==> config.mk <==
export PLATFORM = sky130hd
export DESIGN_NAME = mips_multiciclo_ctrl
export DESIGN_NICKNAME = d
export VERILOG_FILES = /design/src/rtl/mips_pkg.sv /design/src/rtl/mips_alu_decoder.sv /design/src/rtl/mips_multiciclo_ctrl.sv
export SDC_FILE = /design/constraint.sdc
export NUM_CORES = 1
export LEC_CHECK = 0
export BUFFER_PORTS_ARGS = -buffer_cell sky130_fd_sc_hd__buf_2
export CAP_MARGIN = 20
export CORE_UTILIZATION = 28
export CTS_BUF_LIST = sky130_fd_sc_hd__clkbuf_16
export CTS_CLUSTER_DIAMETER = 80
export DETAILED_ROUTE_END_ITERATION = 8
export SLEW_MARGIN = 10
export SYNTH_ARGS = -nofsm -noshare
export SYNTH_HDL_FRONTEND = slang
export SYNTH_HIERARCHICAL = 1
export SYNTH_SLANG_ARGS = --single-unit
==> constraint.sdc <==
create_clock -name clock -period 8 [get_ports clock]
set_clock_uncertainty 0.2 [all_clocks]
set_input_delay 2.4 -clock clock [delete_from_list [all_inputs] [get_ports clock]]
set_output_delay 2.4 -clock clock [all_outputs]
set_load 0.05 [all_outputs]
==> src/rtl/mips_pkg.sv <==
// Shared opcode/funct/ALU encodings, FSM state codes and the control word
// used by the multicycle MIPS controller.
package mips_pkg;

  localparam logic [5:0] OP_RTYPE = 6'b000000;
  localparam logic [5:0] OP_LW    = 6'b100011;
  localparam logic [5:0] OP_SW    = 6'b101011;
  localparam logic [5:0] OP_BEQ   = 6'b000100;
  localparam logic [5:0] OP_BNE   = 6'b000101;
  localparam logic [5:0] OP_ADDI  = 6'b001000;
  localparam logic [5:0] OP_J     = 6'b000010;

  localparam logic [5:0] FN_ADD = 6'b100000;
  localparam logic [5:0] FN_SUB = 6'b100010;
  localparam logic [5:0] FN_AND = 6'b100100;
  localparam logic [5:0] FN_OR  = 6'b100101;
  localparam logic [5:0] FN_SLT = 6'b101010;

  localparam logic [2:0] ALU_ADD = 3'b010;
  localparam logic [2:0] ALU_SUB = 3'b110;
  localparam logic [2:0] ALU_AND = 3'b000;
  localparam logic [2:0] ALU_OR  = 3'b001;
  localparam logic [2:0] ALU_SLT = 3'b111;

  typedef enum logic [3:0] {
    S_FETCH  = 4'd0,
    S_DECODE = 4'd1,
    S_MEMADR = 4'd2,
    S_MEMRD  = 4'd3,
    S_MEMWB  = 4'd4,
    S_MEMWR  = 4'd5,
    S_EXEC   = 4'd6,
    S_ALUWB  = 4'd7,
    S_BRANCH = 4'd8,
    S_ADDIEX = 4'd9,
    S_ADDIWB = 4'd10,
    S_JUMP   = 4'd11
  } state_t;

  typedef struct packed {
    logic       pc_write;
    logic       branch;
    logic       bne_sel;
    logic       i_or_d;
    logic       mem_write;
    logic       ir_write;
    logic       mem_to_reg;
    logic       reg_dst;
    logic       reg_write;
    logic       alu_src_a;
    logic [1:0] alu_src_b;
    logic [1:0] pc_src;
    logic [2:0] alu_control;
    logic       illegal;
  } ctrl_t;

  // Successor of DECODE; FETCH doubles as the "unsupported opcode" result.
  function automatic state_t decode_target(input logic [5:0] op, input bit en_bne);
    state_t t;
    t = S_FETCH;
    case (op)
      OP_LW, OP_SW: t = S_MEMADR;
      OP_RTYPE:     t = S_EXEC;
      OP_BEQ:       t = S_BRANCH;
      OP_BNE:       t = en_bne ? S_BRANCH : S_FETCH;
      OP_ADDI:      t = S_ADDIEX;
      OP_J:         t = S_JUMP;
      default:      t = S_FETCH;
    endcase
    return t;
  endfunction

endpackage

==> src/rtl/mips_alu_decoder.sv <==
// Combinational R-type funct decoder: ALU operation plus an unsupported-funct flag.
module mips_alu_decoder
  import mips_pkg::*;
(
  input  logic [5:0] funct,
  output logic [2:0] alu_control,
  output logic       illegal
);

  always_comb begin
    alu_control = ALU_ADD;
    illegal     = 1'b0;
    case (funct)
      FN_ADD:  alu_control = ALU_ADD;
      FN_SUB:  alu_control = ALU_SUB;
      FN_AND:  alu_control = ALU_AND;
      FN_OR:   alu_control = ALU_OR;
      FN_SLT:  alu_control = ALU_SLT;
      default: illegal     = 1'b1;
    endcase
  end

endmodule

==> src/rtl/mips_multiciclo_ctrl.sv <==
// Multicycle MIPS control FSM: sequences the shared memory/ALU datapath with
// Moore control words decoded from the state register.
module mips_multiciclo_ctrl
  import mips_pkg::*;
#(
  parameter int STATE_W = 4,
  parameter bit EN_BNE  = 1'b1
) (
  input  logic               clock,
  input  logic               reset,
  input  logic [5:0]         opcode,
  input  logic [5:0]         funct,
  input  logic               zero,
  output logic               pc_en,
  output logic               i_or_d,
  output logic               mem_write,
  output logic               ir_write,
  output logic               mem_to_reg,
  output logic               reg_dst,
  output logic               reg_write,
  output logic               alu_src_a,
  output logic [1:0]         alu_src_b,
  output logic [1:0]         pc_src,
  output logic [2:0]         alu_control,
  output logic               illegal_op,
  output logic [STATE_W-1:0] state_out
);

  state_t     state;
  logic [5:0] op_q;
  logic       funct_bad_q;
  logic [2:0] dec_alu;
  logic       dec_bad;
  state_t     decode_next;
  ctrl_t      c;

  mips_alu_decoder u_alu_dec (
    .funct       (funct),
    .alu_control (dec_alu),
    .illegal     (dec_bad)
  );

  assign decode_next = decode_target(opcode, EN_BNE);

  always_ff @(posedge clock) begin
    if (reset) begin
      state       <= S_FETCH;
      op_q        <= '0;
      funct_bad_q <= 1'b0;
    end else begin
      case (state)
        S_FETCH:  state <= S_DECODE;
        S_DECODE: begin
          state <= decode_next;
          op_q  <= opcode;
        end
        S_MEMADR: state <= (op_q == OP_SW) ? S_MEMWR : S_MEMRD;
        S_MEMRD:  state <= S_MEMWB;
        S_EXEC: begin
          state       <= S_ALUWB;
          funct_bad_q <= dec_bad;
        end
        S_ADDIEX: state <= S_ADDIWB;
        default:  state <= S_FETCH;
      endcase
    end
  end

  always_comb begin
    c = '0;
    case (state)
      S_FETCH: begin
        c.ir_write    = 1'b1;
        c.alu_src_b   = 2'b01;
        c.alu_control = ALU_ADD;
        c.pc_write    = 1'b1;
      end
      // Speculative branch target is computed here and parked in ALUOut.
      S_DECODE: begin
        c.alu_src_b   = 2'b11;
        c.alu_control = ALU_ADD;
        c.illegal     = (decode_next == S_FETCH);
      end
      S_MEMADR, S_ADDIEX: begin
        c.alu_src_a   = 1'b1;
        c.alu_src_b   = 2'b10;
        c.alu_control = ALU_ADD;
      end
      S_MEMRD: c.i_or_d = 1'b1;
      S_MEMWR: begin
        c.i_or_d    = 1'b1;
        c.mem_write = 1'b1;
      end
      S_MEMWB: begin
        c.mem_to_reg = 1'b1;
        c.reg_write  = 1'b1;
      end
      S_EXEC: begin
        c.alu_src_a   = 1'b1;
        c.alu_control = dec_alu;
        c.illegal     = dec_bad;
      end
      S_ALUWB: begin
        c.reg_dst   = 1'b1;
        c.reg_write = ~funct_bad_q;
      end
      S_ADDIWB: c.reg_write = 1'b1;
      S_BRANCH: begin
        c.alu_src_a   = 1'b1;
        c.alu_control = ALU_SUB;
        c.pc_src      = 2'b01;
        c.branch      = 1'b1;
        c.bne_sel     = EN_BNE && (op_q == OP_BNE);
      end
      S_JUMP: begin
        c.pc_src   = 2'b10;
        c.pc_write = 1'b1;
      end
      default: c = '0;
    endcase
  end

  // Enables are masked combinationally so nothing commits while reset is high.
  assign pc_en       = ~reset & (c.pc_write | (c.branch & (zero ^ c.bne_sel)));
  assign ir_write    = ~reset & c.ir_write;
  assign mem_write   = ~reset & c.mem_write;
  assign reg_write   = ~reset & c.reg_write;
  assign illegal_op  = ~reset & c.illegal;
  assign i_or_d      = c.i_or_d;
  assign mem_to_reg  = c.mem_to_reg;
  assign reg_dst     = c.reg_dst;
  assign alu_src_a   = c.alu_src_a;
  assign alu_src_b   = c.alu_src_b;
  assign pc_src      = c.pc_src;
  assign alu_control = c.alu_control;
  assign state_out   = STATE_W'(state);

endmodule

==> flow_summary_export.csv <==
group,metric,value,unit
die,fp.dieH,58.1,microns
sta,post-route-period-util,82.0,%
sta,finalHoldViolations,0,
logic_synthesis,synth-edff-count,0,
hold_path,whs_path_depth,2,
outcome,outcome,"finished with violations",
setup_path,crit_type,"in -> out",
logic_synthesis,synthTopCellsByArea,"dfxtp_1 25%, nand2_1 7.7%, nor2_1 7.3%",
final_layout,fillCellCount,317,
logic_synthesis,synthFlopType,"dfxtp_1",
logic_synthesis,synth_cells,125,
route,drt-initial-drc-count,100,
cts,cts.clk_slew.worst_paths,0.04,ns
cts,clk_path_buf_depth,2,
cts,cts_buffers,3,
logic_synthesis,yosys_warnings,6,
global_route,gr-total-overflow,0,
setup_path,r2r-start,"state_out[0]$_SDFF_PP0_",
cts,root_buffer,"clkbuf_16",
global_route,grt_pass1_vias,869,
final_layout,nets,172,
final_layout,drive_gt1_share,26.9,%
route,routed_wl,2.40,mm
route,vias,1015,
setup_path,arrival,3.96,ns
outcome,failed_checks,"design-rule violations",
logic_synthesis,ys_ff_latch,11,
power_and_ir_drop,power_density,165,nW/um^2
setup_path,critical_path.top_delay_family,"simple AND/OR/NAND/NOR gates",
logic_synthesis,ys_seq_area_share,25.0,%
sta,hold_ws,0.247,ns
die,die_w,58.1,microns
placement,gp_congestion,0.806,
cts,cts.sinks,11,
logic_synthesis,post-synth-top-area-fraction,25.0,%
cts,clock_latency,0.24,ns
final_layout,diodes,0,
route,remaining_drc_errors,6,
setup_path,cp_num_buf_inv,2,
setup_path,crit_slowest_cell,"or4b_1",
placement,port_buffers,34,
cts,cts_tree,"built",
sta,fin_ws,1.44,ns
logic_synthesis,async_flop_share,0,%
power_and_ir_drop,peakVddDrop,0.105,mV
logic_synthesis,ys_types,39,
sta,tns,0,ns
die,initial_core_util,30.6,%
global_route,grt_pass1_wl,3.96,mm
setup_path,crit_required,5.40,ns
flow_run,cap_violations,0,
setup_path,rrSetupSlack,5.98,ns
route,drt.antenna.violating_nets,0,
logic_synthesis,avgSynthCellArea,7.04,sq um
sta,maxSlewHeadroom,52.4,%
die,dieArea,3370,sq um
power_and_ir_drop,leakagePower,0.498,nW
cts,htree_levels,1,
sta,rsz0062_at_grt,"no",
logic_synthesis,netlist_area,880,sq um
cts,cts_setup_buffers,0,
placement,placed_cell_area,1070,sq um
setup_path,startpoint_type,"input pin",
final_layout,area_growth,31.2,%
logic_synthesis,synth_common_cells,"18 x nand2_1, 17 x nor2_1, 12 x a21oi_1, 11 x dfxtp_1",
placement,dp_slack,1.44,ns
setup_path,crit_path_max_fanout,6,
die,rows,19,
sta,fmax,152,MHz
sta,tightest_slew,0.709,ns
sta,report.final.slew_viol_count,0,
setup_path,r2r_end,"state_out[2]$_SDFF_PP0_",
setup_path,path_cells,"buf_2 -> nor4b_1 -> o31ai_1 -> or4b_1 -> a21oi_1 -> buf_2",
global_route,antenna_found_initial,0,
hold_path,min_to,"op_q[4]$_SDFFE_PP0P_",
sta,final-setup-viol-count,0,
route,drt-pass1-iter-count,6,
setup_path,worst_path_most_repeated_cell,"buf_2",
global_route,grt_max_degree,19,
setup_path,slowest_delay,0.50,ns
logic_synthesis,synth_top_area_cell,"dfxtp_1",
die,core,2880,sq um
setup_path,cp-end-kind,"output port",
sta,final.min_clock_period,6.56,ns
die,ios,35,
global_route,grt_usage,15.0,%
cts,postCtsHoldBufs,0,
route,routed_via_density,5.13,
logic_synthesis,yosysMostFrequentCell,"nand2_1",
setup_path,worst_r2r_path_depth,4,
placement,dp_hpwl,1.79,mm
final_layout,design_area,1150,sq um
logic_synthesis,synthesis.nets,140,
route,wire_per_inst,12.1,microns
hold_path,hold_class,"reg -> reg",
cts,ctsResizeCount,0,
hold_path,hold_path.startpoint,"op_q[4]$_SDFFE_PP0P_",
## layout by cell type (no fill, tap or decap), drive strengths merged, types with 3 or more instances in the layout
| master | n |
|---|---|
| nand3 | 4 |
| nor2 | 17 |
| a21oi | 12 |
| clkbuf | 3 |
| nand2b | 7 |
| dfxtp | 11 |
| and4bb | 3 |
| buf | 34 |
| nand2 | 18 |
| nor3 | 7 |
## sequential cells by signal, indices dropped and copies added (netlist names)
signal,count
op_q,6
state_out,4
funct_bad_q,1
## power by group
group / total, mW / internal [mW] / switching (mW)
Sequential: 0.0614 / 0.0577 / 0.00371
Combinational: 0.0386 / 0.0131 / 0.0256
Clock: 0.0903 / 0.0656 / 0.0247
Total: 0.190 / 0.136 / 0.0540
## logic make-up after synthesis
kind of cell / count (synthesis) / share of synthesized area [%]
DFF: 11 / 25.0
muxes: 3 / 3.56
xor gates and xnor gates: 4 / 3.98
AOI/OAI and AO/OA: 24 / 17.4
and+or+nand+nor: 75 / 46.5
buffers and inverters: 8 / 3.56
## worst max path at each step
stage              start  slack [ns]  depth (start not counted)          to
6_report       opcode[3]        1.44                          6  illegal_op
5_1_grt        opcode[3]        1.36                          6  illegal_op
4_1_cts        opcode[3]        1.44                          6  illegal_op
3_5_place_dp   opcode[3]        1.44                          6  illegal_op
3_3_place_gp   opcode[3]        1.52                          6  illegal_op
2_1_floorplan  opcode[1]        1.22                          5  illegal_op
## stage by stage
step / util, % / power (mW) / instances
3_5_place_dp: 37.4 / 0.101 / 194
6_report: 40.1 / 0.190 / 198
5_1_grt: 40.1 / 0.198 / 198
4_1_cts: 40.1 / 0.193 / 198
2_1_floorplan: - / 0.0889 / 125
3_3_place_gp: 37.4 / 0.0998 / 194
## worst min-delay path, delay by kind of cell, from the launching register on
family	cells	cell delay [ns]
AND/OR/NAND/NOR	1	0.05
AO/OA/AOI/OAI	1	0.05
flip-flops	1	0.30
## routing by layer
layer	track usage [%]	vias up	routed length (microns)
met5	0	-	0
met2	23.2	40	1060
met1	21.1	456	1160
met4	6.12	0	31
met3	2.01	3	144
li1	-	516	-
## final cells by class
| type | instances | area (sq um) | area share, % |
|---|---|---|---|
| multi-input combinational | 106 | 628 | 54.4 |
| inverter | 1 | 3.75 | 0.325 |
| tap | 42 | 52.6 | 4.56 |
| clock buffer | 3 | 75.1 | 6.51 |
| clock inverter | 1 | 3.75 | 0.325 |
| sequential | 11 | 220 | 19.1 |
| timing repair buffer | 34 | 170 | 14.8 |
No activity file was read; power rests on OpenSTA's default activity.
